$ cat src/rtl/uart_tx_arbiter_if.sv
// uart_tx_arbiter_if: requester-side handshake and uart_tx byte feed of the arbiter.
interface uart_tx_arbiter_if;
  logic [3:0]  req;
  logic [31:0] req_data;
  logic [3:0]  ack;
  logic        tx_vld;
  logic [7:0]  tx_data;
  modport master (output req, req_data, input ack, tx_vld, tx_data);
  modport slave  (input req, req_data, output ack, tx_vld, tx_data);
endinterface

$ cat src/rtl/uart_tx_arbiter.sv
// uart_tx_arbiter: round-robin share of one uart_tx among four requesters,
// paced by a frame-length counter since uart_tx exposes no busy signal.
module uart_tx_arbiter #(
  parameter int CLK_FREQ   = 100000000,
  parameter int BAUD       = 115200,
  parameter int FRAME_BITS = 10
) (
  input  logic                clk,
  input  logic                rst_n,
  uart_tx_arbiter_if.slave    bus,
  output logic [1:0]          grant_id,
  output logic                busy
);
  localparam int BAUD_DIV     = CLK_FREQ / BAUD;
  localparam int FRAME_CYCLES = BAUD_DIV * FRAME_BITS;
  localparam int CW           = $clog2(FRAME_CYCLES);
  localparam logic [CW-1:0] CNT_LOAD = CW'(FRAME_CYCLES - 1);
  typedef enum logic {IDLE, WAIT} state_t;
  state_t        state, state_d;
  logic [CW-1:0] cnt, cnt_d;
  logic [1:0]    last, sel, idx;
  logic          found, issue;
  // first requester after the last grant wins; the last grantee comes last
  always_comb begin
    sel = last;
    idx = '0;
    found = 1'b0;
    for (int i = 1; i <= 4; i++) begin
      idx = last + 2'(i);
      if (!found && bus.req[idx]) begin
        sel = idx;
        found = 1'b1;
      end
    end
  end
  always_comb begin
    issue   = (state == IDLE || cnt == '0) && |bus.req;
    state_d = (issue || (state == WAIT && cnt != '0)) ? WAIT : IDLE;
    cnt_d   = issue ? CNT_LOAD : (cnt != '0) ? cnt - 1'b1 : cnt;
  end
  always_ff @(posedge clk or negedge rst_n) begin
    if (!rst_n) begin
      state <= IDLE;
      cnt   <= '0;
    end else begin
      state <= state_d;
      cnt   <= cnt_d;
    end
  end
  always_ff @(posedge clk or negedge rst_n) begin
    if (!rst_n) begin
      bus.tx_vld  <= 1'b0;
      bus.tx_data <= '0;
      bus.ack     <= '0;
      grant_id    <= '0;
      last        <= 2'd3;
    end else begin
      bus.tx_vld <= issue;
      bus.ack    <= issue ? 4'b0001 << sel : 4'b0000;
      if (issue) begin
        bus.tx_data <= bus.req_data[8*sel +: 8];
        grant_id    <= sel;
        last        <= sel;
      end
    end
  end
  assign busy = (state == WAIT);
endmodule

$ cat src/flat_wrapper.sv
// flat-port wrapper written by rule: the top's interface ports become plain ports
module uart_tx_arbiter_flat 
#(
  parameter int CLK_FREQ   = 100000000,
  parameter int BAUD       = 115200,
  parameter int FRAME_BITS = 10
)
  (clk, rst_n, grant_id, busy, bus_req, bus_req_data, bus_ack, bus_tx_vld, bus_tx_data);
  uart_tx_arbiter_if bus_i ();
  input  logic clk;
  input  logic rst_n;
  output logic [1:0] grant_id;
  output logic busy;
  input wire logic [$bits(bus_i.req)-1:0] bus_req;
  input wire logic [$bits(bus_i.req_data)-1:0] bus_req_data;
  output wire logic [$bits(bus_i.ack)-1:0] bus_ack;
  output wire logic [$bits(bus_i.tx_vld)-1:0] bus_tx_vld;
  output wire logic [$bits(bus_i.tx_data)-1:0] bus_tx_data;
  assign bus_i.req = bus_req;
  assign bus_i.req_data = bus_req_data;
  assign bus_ack = bus_i.ack;
  assign bus_tx_vld = bus_i.tx_vld;
  assign bus_tx_data = bus_i.tx_data;
  uart_tx_arbiter #(.CLK_FREQ(CLK_FREQ), .BAUD(BAUD), .FRAME_BITS(FRAME_BITS)) u_core (.clk(clk), .rst_n(rst_n), .bus(bus_i), .grant_id(grant_id), .busy(busy));
endmodule
$ cat config.mk
export PLATFORM = sky130hd
export DESIGN_NAME = uart_tx_arbiter_flat
export DESIGN_NICKNAME = d
export VERILOG_FILES = /design/src/rtl/uart_tx_arbiter_if.sv /design/src/rtl/uart_tx_arbiter.sv /design/src/flat_wrapper.sv
export SDC_FILE = /design/constraint.sdc
export NUM_CORES = 1
export LEC_CHECK = 0
export ABC_AREA = 1
export BUFFER_PORTS_ARGS = -buffer_cell sky130_fd_sc_hd__buf_2
export CORE_ASPECT_RATIO = 1.5
export CORE_MARGIN = 4
export CORE_UTILIZATION = 40
export DETAILED_ROUTE_END_ITERATION = 16
export PLACE_DENSITY = 0.72
export SETUP_SLACK_MARGIN = 0.15
export SLEW_MARGIN = 0
export SYNTH_ARGS = -nofsm -noshare
export SYNTH_HDL_FRONTEND = slang
export SYNTH_SLANG_ARGS = --single-unit
$ cat constraint.sdc
create_clock -name clk -period 2.1 [get_ports clk]
set_input_delay 0.105 -clock clk [delete_from_list [all_inputs] [get_ports clk]]
set_output_delay 0.105 -clock clk [all_outputs]
set_load 0.01 [all_outputs]
---- After elaboration in Yosys (flattened, before gate mapping) ----
Cells that the tools add are included.
word-level totals
  bits in registers ....................... 32
  bits of input ports ..................... 38
  output and inout bits ................... 16
operators by class
  bitwise operators ....................... 1
  mux-type cells .......................... 19
  shift operators ......................... 2
  $add $sub $neg .......................... 4
  $lt $le $gt $ge ......................... 4
  reduce and logical (&&, ||, !) cells .... 14
operators with widths
  cell                                                         count
  indexed part select 32 x 6 -> 8 bit                          1
  two-way mux 14 bit                                           2
  zero test 14 bit                                             1
  nonzero test 14 bit                                          1
  subtractor 14 x 1 -> 14 bit (second input constant)          1
  less-than comparator 2 x 3 -> 1 bit (second input constant)  4
  binary-select mux 1 bit (select 2 bit)                       4
  two-way mux 1 bit                                            8
  two-way mux 2 bit                                            4
  logical AND 1 bit                                            5
  adder 2 bit (second input constant)                          2
  two-way mux 4 bit                                            1
  OR reduction 4 bit                                           1
  << shifter 1 x 2 -> 4 bit (first input constant)             1
  zero test 1 bit                                              3
  adder 2 x 1 -> 2 bit (second input constant)                 1
  logical OR 1 bit                                             2
  nonzero test 2 bit                                           1
  inverter 1 bit                                               1

---- Logic depth before layout (Yosys ltp) ----
  depth in word-level cells ............... 15
  mapped depth ............................ 15
  mapped depth without buffers ............ 13

---- Least setup slack after synthesis ----
Ideal clock, no wire load.
  kind .................................... flip-flop to flip-flop
  start ................................... register u_core.cnt[0]
  end ..................................... register u_core.cnt[1]
  arrival time ............................ 1.604 ns
  slack ................................... 0.380 ns
  path buffers ............................ 1
  stages on the path, launching flop included .. 13
  period minus slack after synthesis ...... 1.720 ns
  setup time .............................. 0.115 ns
  path through ............................ dfrtp_1 > inv_1 > ha_1 > nand2_1 > nor3_2 > nand3_4 > a21oi_2 > inv_2 > buf_6 > nand2_1 > nor2_1 > nor2_1 > inv_1
between the ends
  cells in the longest elaborated chain, start to end .. 4
  elaborated cells between the ends (all ways) .. 8
  classes of those cells .................. add/sub: 1; mux: 2; reduce/logical: 5
ends and longest elaborated chain
  item                                                                 RTL line               source
  start: declaration                                                   uart_tx_arbiter.sv:20  logic [CW-1:0] cnt, cnt_d;
  start signal: assignment                                             uart_tx_arbiter.sv:47  cnt <= cnt_d;
  branches (longest 4 deep; another with subtractor 14 x 1 -> 14 bit)  n/a
Parallel ways; which one is timed is not known. The select of a mux whose other input is x is not followed.
A chain may end at the register's enable or synchronous reset.

---- Worst setup path in the final report ----
  start ................................... register u_core.last[0]
  end ..................................... register u_core.bus.tx_data[6]
between the ends
  cells in the longest elaborated chain, start to end .. 14
  elaborated cells between the ends (all ways) .. 25
  classes of those cells .................. add/sub: 3; shift: 1; mux: 15; reduce/logical: 6
ends and longest elaborated chain
  item                                     RTL line                 source
  start: declaration                       uart_tx_arbiter.sv:21    logic [1:0] last, sel, idx;
  start signal: assignment                 uart_tx_arbiter.sv:63    last <= sel;
  adder 2 x 1 -> 2 bit                     uart_tx_arbiter.sv:29    idx = last + 2'(i);
  binary-select mux 1 bit (select 2 bit)   uart_tx_arbiter.sv:30    if (!found && bus.req[idx]) begin
  two-way mux 1 bit (not written as such)  uart_tx_arbiter.sv:30
  two-way mux 1 bit                        uart_tx_arbiter.sv:30
  zero test 1 bit                          uart_tx_arbiter.sv:30
  logical AND 1 bit                        uart_tx_arbiter.sv:30
  two-way mux 1 bit                        uart_tx_arbiter.sv:30
  zero test 1 bit                          uart_tx_arbiter.sv:30
  logical AND 1 bit                        uart_tx_arbiter.sv:30
  two-way mux 1 bit                        uart_tx_arbiter.sv:30
  zero test 1 bit                          uart_tx_arbiter.sv:30
  logical AND 1 bit                        uart_tx_arbiter.sv:30
  two-way mux 2 bit (*)                    uart_tx_arbiter.sv:30
  indexed part select 32 x 6 -> 8 bit (*)  uart_tx_arbiter.sv:61    bus.tx_data <= bus.req_data[8*sel +: 8];
  end signal: assignment                   uart_tx_arbiter.sv:61
  end: declaration                         uart_tx_arbiter_if.sv:9  modport slave (input req, req_data, output ack, tx_vld, tx_data);
Mark *: on every way between the ends. The rest lies on a longest branch, timed or not. The select of a mux whose other input is x is not followed.

==> out/metrics.yaml <==
synth:
  ys_warn_count: 0
  syn_inst: 286
  ys_seq_area_share_pct: 39.00
  netlist_top_cells_area: "dfrtp_1 (36%), nand2_1 (18%), nand3_1 (9.7%)"
  ys_ff_latch: 32
  synth.avg_cell_area_sq_um: 7.201
  synthesis.area_sq_um: 2059
  synth_cell_types: 35
  synth_top_cell_by_area: "dfrtp_1"
  synth_top_area_share_pct: 36.45
  synth_nets: 325
critical_path:
  arrival_ps: 2110
  timing.rr.start: "u_core.last[0]"
  crit_required_ps: 2280
  path_common_cell: "nand2_2"
  critPathMaxStageDelay_ps: 610
  cp_num_buf_inv: 4
  cp_top_family: "simple AND/OR/NAND/NOR gates"
  cp_slowest_cell: "dfstp_2"
  critical_path.cell_chain: "clkinv_4 -> nand2_2 -> nand2_2 -> nand2_2 -> nand2_4 -> inv_8 -> nand3_4 -> inv_2 -> nand2_2 -> nand2_4 -> buf_6 -> nand2_1 -> nand3_1 -> nand2_1"
  reg2regPathDepth: 14
  cp-start-kind: "flip-flop"
  worstSetupEndpointType: "flip-flop"
  rr_endpoint: "u_core.bus.tx_data[6]"
  reg2reg_slack_ps: 170
  crit_fanout: 8
  critPathKind: "reg2reg"
cells_and_area:
  layout-area-overhead-vs-synth_pct: 37.12
  nNetsFinal: 399
  diodes: 0
  drive_gt1_share_pct: 36.01
die:
  dieArea_sq_um: 6384
  die_h_microns: 95.88
  fp.coreArea_sq_um: 4926
  io_pins: 54
  start_util_pct: 41.81
  dieWidth_microns: 66.59
  fp-row-count: 31
global_route:
  grt_pass1_wl_mm: 8.832
  antenna_found_initial: 0
  first_global_vias: 1964
  grt_use_met2_pct: 32.95
  grt-ovfl-total: 0
  grt-busiest-layer: "met2"
  use_met1_pct: 20.12
  grt_max_degree: 33
  track_usage_pct: 17.76
  use_met3_pct: 2.804
drt:
  first_iter_violations: 134
  vias: 2162
  avgViaCountPerCell: 5.063
  drt_wl_total_mm: 5.702
  first_pass_iters: 4
  avgRoutedWirePerCell_microns: 13.35
  drc: 0
  ant_nets: 0
status:
  status: "finished, final reports clean"
timing:
  rsz0062_at_grt: "yes"
  min_period_ps: 1929
  fmax_mhz: 518.5
  hold_viol: 0
  tightest_slew_ps: 681.0
  slew_headroom_pct: 54.60
  timing.final.crit_share_pct: 91.85
  finalSetupTns_ps: 0
  whs_ps: 163.9
  slew_viol_final: 0
  clock_skew_ps: 8.925
  setup-violations-final: 0
pwr:
  powerDensity_nw_per_um2: 680.0
  p_leak_nw: 1.496
  peakVddDrop_mv: 0.2370
clock_tree:
  clk_pin_slew_ps: 70
  numCtsBuffers: 5
  clock_sinks: 32
  htreeDepth: 2
  insertion_delay_ps: 290
  clockBufferDepth: 2
  cts_root_buf: "clkbuf_8"
  cts_tree: "done"
placement:
  io_buffers: 53
  dp_hpwl_mm: 3.974
  gp_congestion: 0.9206
worst_hold_path:
  worstHoldPathType: "in2reg"
  min_path_cells: 5
  min-delay-start: "bus_req_data[13]"
  min_to: "u_core.bus.tx_data[5]"
run:
  cap_violations: 0
-- logic make-up (layout without fill, tap and decap cells) --
group | Yosys count | after routing | share of synthesized area, %
and+or+nand+nor | 188 | 191 | 43.38
buffers and inverters | 41 | 113 | 9.478
DFF | 32 | 32 | 39.00
AOI/OAI and AO/OA | 19 | 19 | 5.407
xor gates and xnor gates | 5 | 5 | 2.127
adders and majority gates | 1 | 1 | 0.6074
-- metrics by stage --
step	total power, mW	setup slack (ps)	area [sq um]	utilization, %	std cells
floorplan	1.175	380.3	2059	-	286
global placement	1.314	145.5	2397	48.67	403
detailed placement	1.326	76.84	2397	48.67	403
CTS	1.808	155.8	2509	50.93	413
global route	2.056	44.54	2824	57.33	427
finish	1.920	171.2	2824	57.33	427
-- flip-flops by register name, summed over array words and instances (netlist names) --
| name | count |
|---|---|
| u_core.grant_id | 2 |
| u_core.bus.tx_vld | 1 |
| u_core.bus.tx_data | 8 |
| u_core.cnt | 14 |
| u_core.bus.ack | 4 |
| u_core.last | 2 |
| u_core.busy | 1 |
-- worst max path at each step --
stage	startpoint	endpoint	slack [ps]	cells past startpoint
after CTS	u_core.cnt[0]	u_core.cnt[1]	160	11
after detailed placement	u_core.last[0]	u_core.bus.tx_data[2]	80	13
final	u_core.last[0]	u_core.bus.tx_data[6]	170	14
after global routing	u_core.last[0]	u_core.bus.tx_data[6]	40	14
after global placement	u_core.last[0]	u_core.bus.tx_data[2]	150	13
after floorplan	u_core.cnt[0]	u_core.cnt[1]	380	12
-- Yosys cell counts --
cell and number:
clkbuf_1 2, nor3b_1 1, o21ai_1 1, a21oi_1 2
inv_1 30, nand2_4 4, o21ai_0 10, nand3_4 1
or2_1 2, nand3_2 3, dfstp_2 2, nor4_1 3
o31ai_1 2, nor3_1 2, nand4_1 2, nand2_2 7
dfrtp_1 30, buf_4 1, nor2_4 1, a21oi_2 1
xnor2_1 2, ha_1 1, o211ai_1 1, nand2_1 98
inv_2 2, inv_6 1, inv_4 1, nor2_1 21
buf_6 4, nand3_1 40, and2_1 1, o21bai_1 2
nor3_2 1, nor4_4 1, xor2_1 3
-- layout make-up --
type                            instances  area [sq um]
Clock buffer                            6         72.57
Tap cell                               66         82.58
Multi-Input combinational cell        216          1271
Inverter                               34         147.6
Timing Repair Buffer                   71         430.4
Sequential cell                        32         803.3
Clock inverter                          2         16.27
Fill cell                             476          2102
-- worst register-to-register path: stages (launching register included) --
cell and delay [ps]:
dfstp_2 610, clkinv_4 110, nand2_2 80, nand2_2 80
nand2_2 100, nand2_4 90, inv_8 100, nand3_4 100
inv_2 90, nand2_2 60, nand2_4 100, buf_6 130
nand2_1 60, nand3_1 80, nand2_1 50
-- routing by layer --
metal	vias up	wire length, microns
met3	24	295
met4	0	232
met2	83	3127
li1	1062	-
met5	-	0
met1	993	2047
-- cells in the final DEF, fill, tap and decap left out, drive strengths merged, types with 3 or more instances in the layout --
cell	n
nand2	112
buf	70
nand3	44
inv	33
dfrtp	30
nor2	22
o21ai	11
clkbuf	6
nor4	4
xor2	3
nor3	3
a21oi	3
-- timing repair --
action	in CTS	in global routing
pin swaps	0	21
endpoints found under the hold margin	30	0
resized for setup	2	54
hold buffers	1	0
setup endpoints to repair	10	29
setup buffers	1	11
cloned	0	3
-- report_power, final --
group | total, mW | switching [mW] | internal, mW | leakage (nW)
logic | 0.660 | 0.402 | 0.258 | 1.05
registers | 0.790 | 0.0937 | 0.697 | 0.407
clock network | 0.469 | 0.234 | 0.235 | 0.0414
total | 1.92 | 0.730 | 1.19 | 1.50
(Power assumes the default switching activity.)
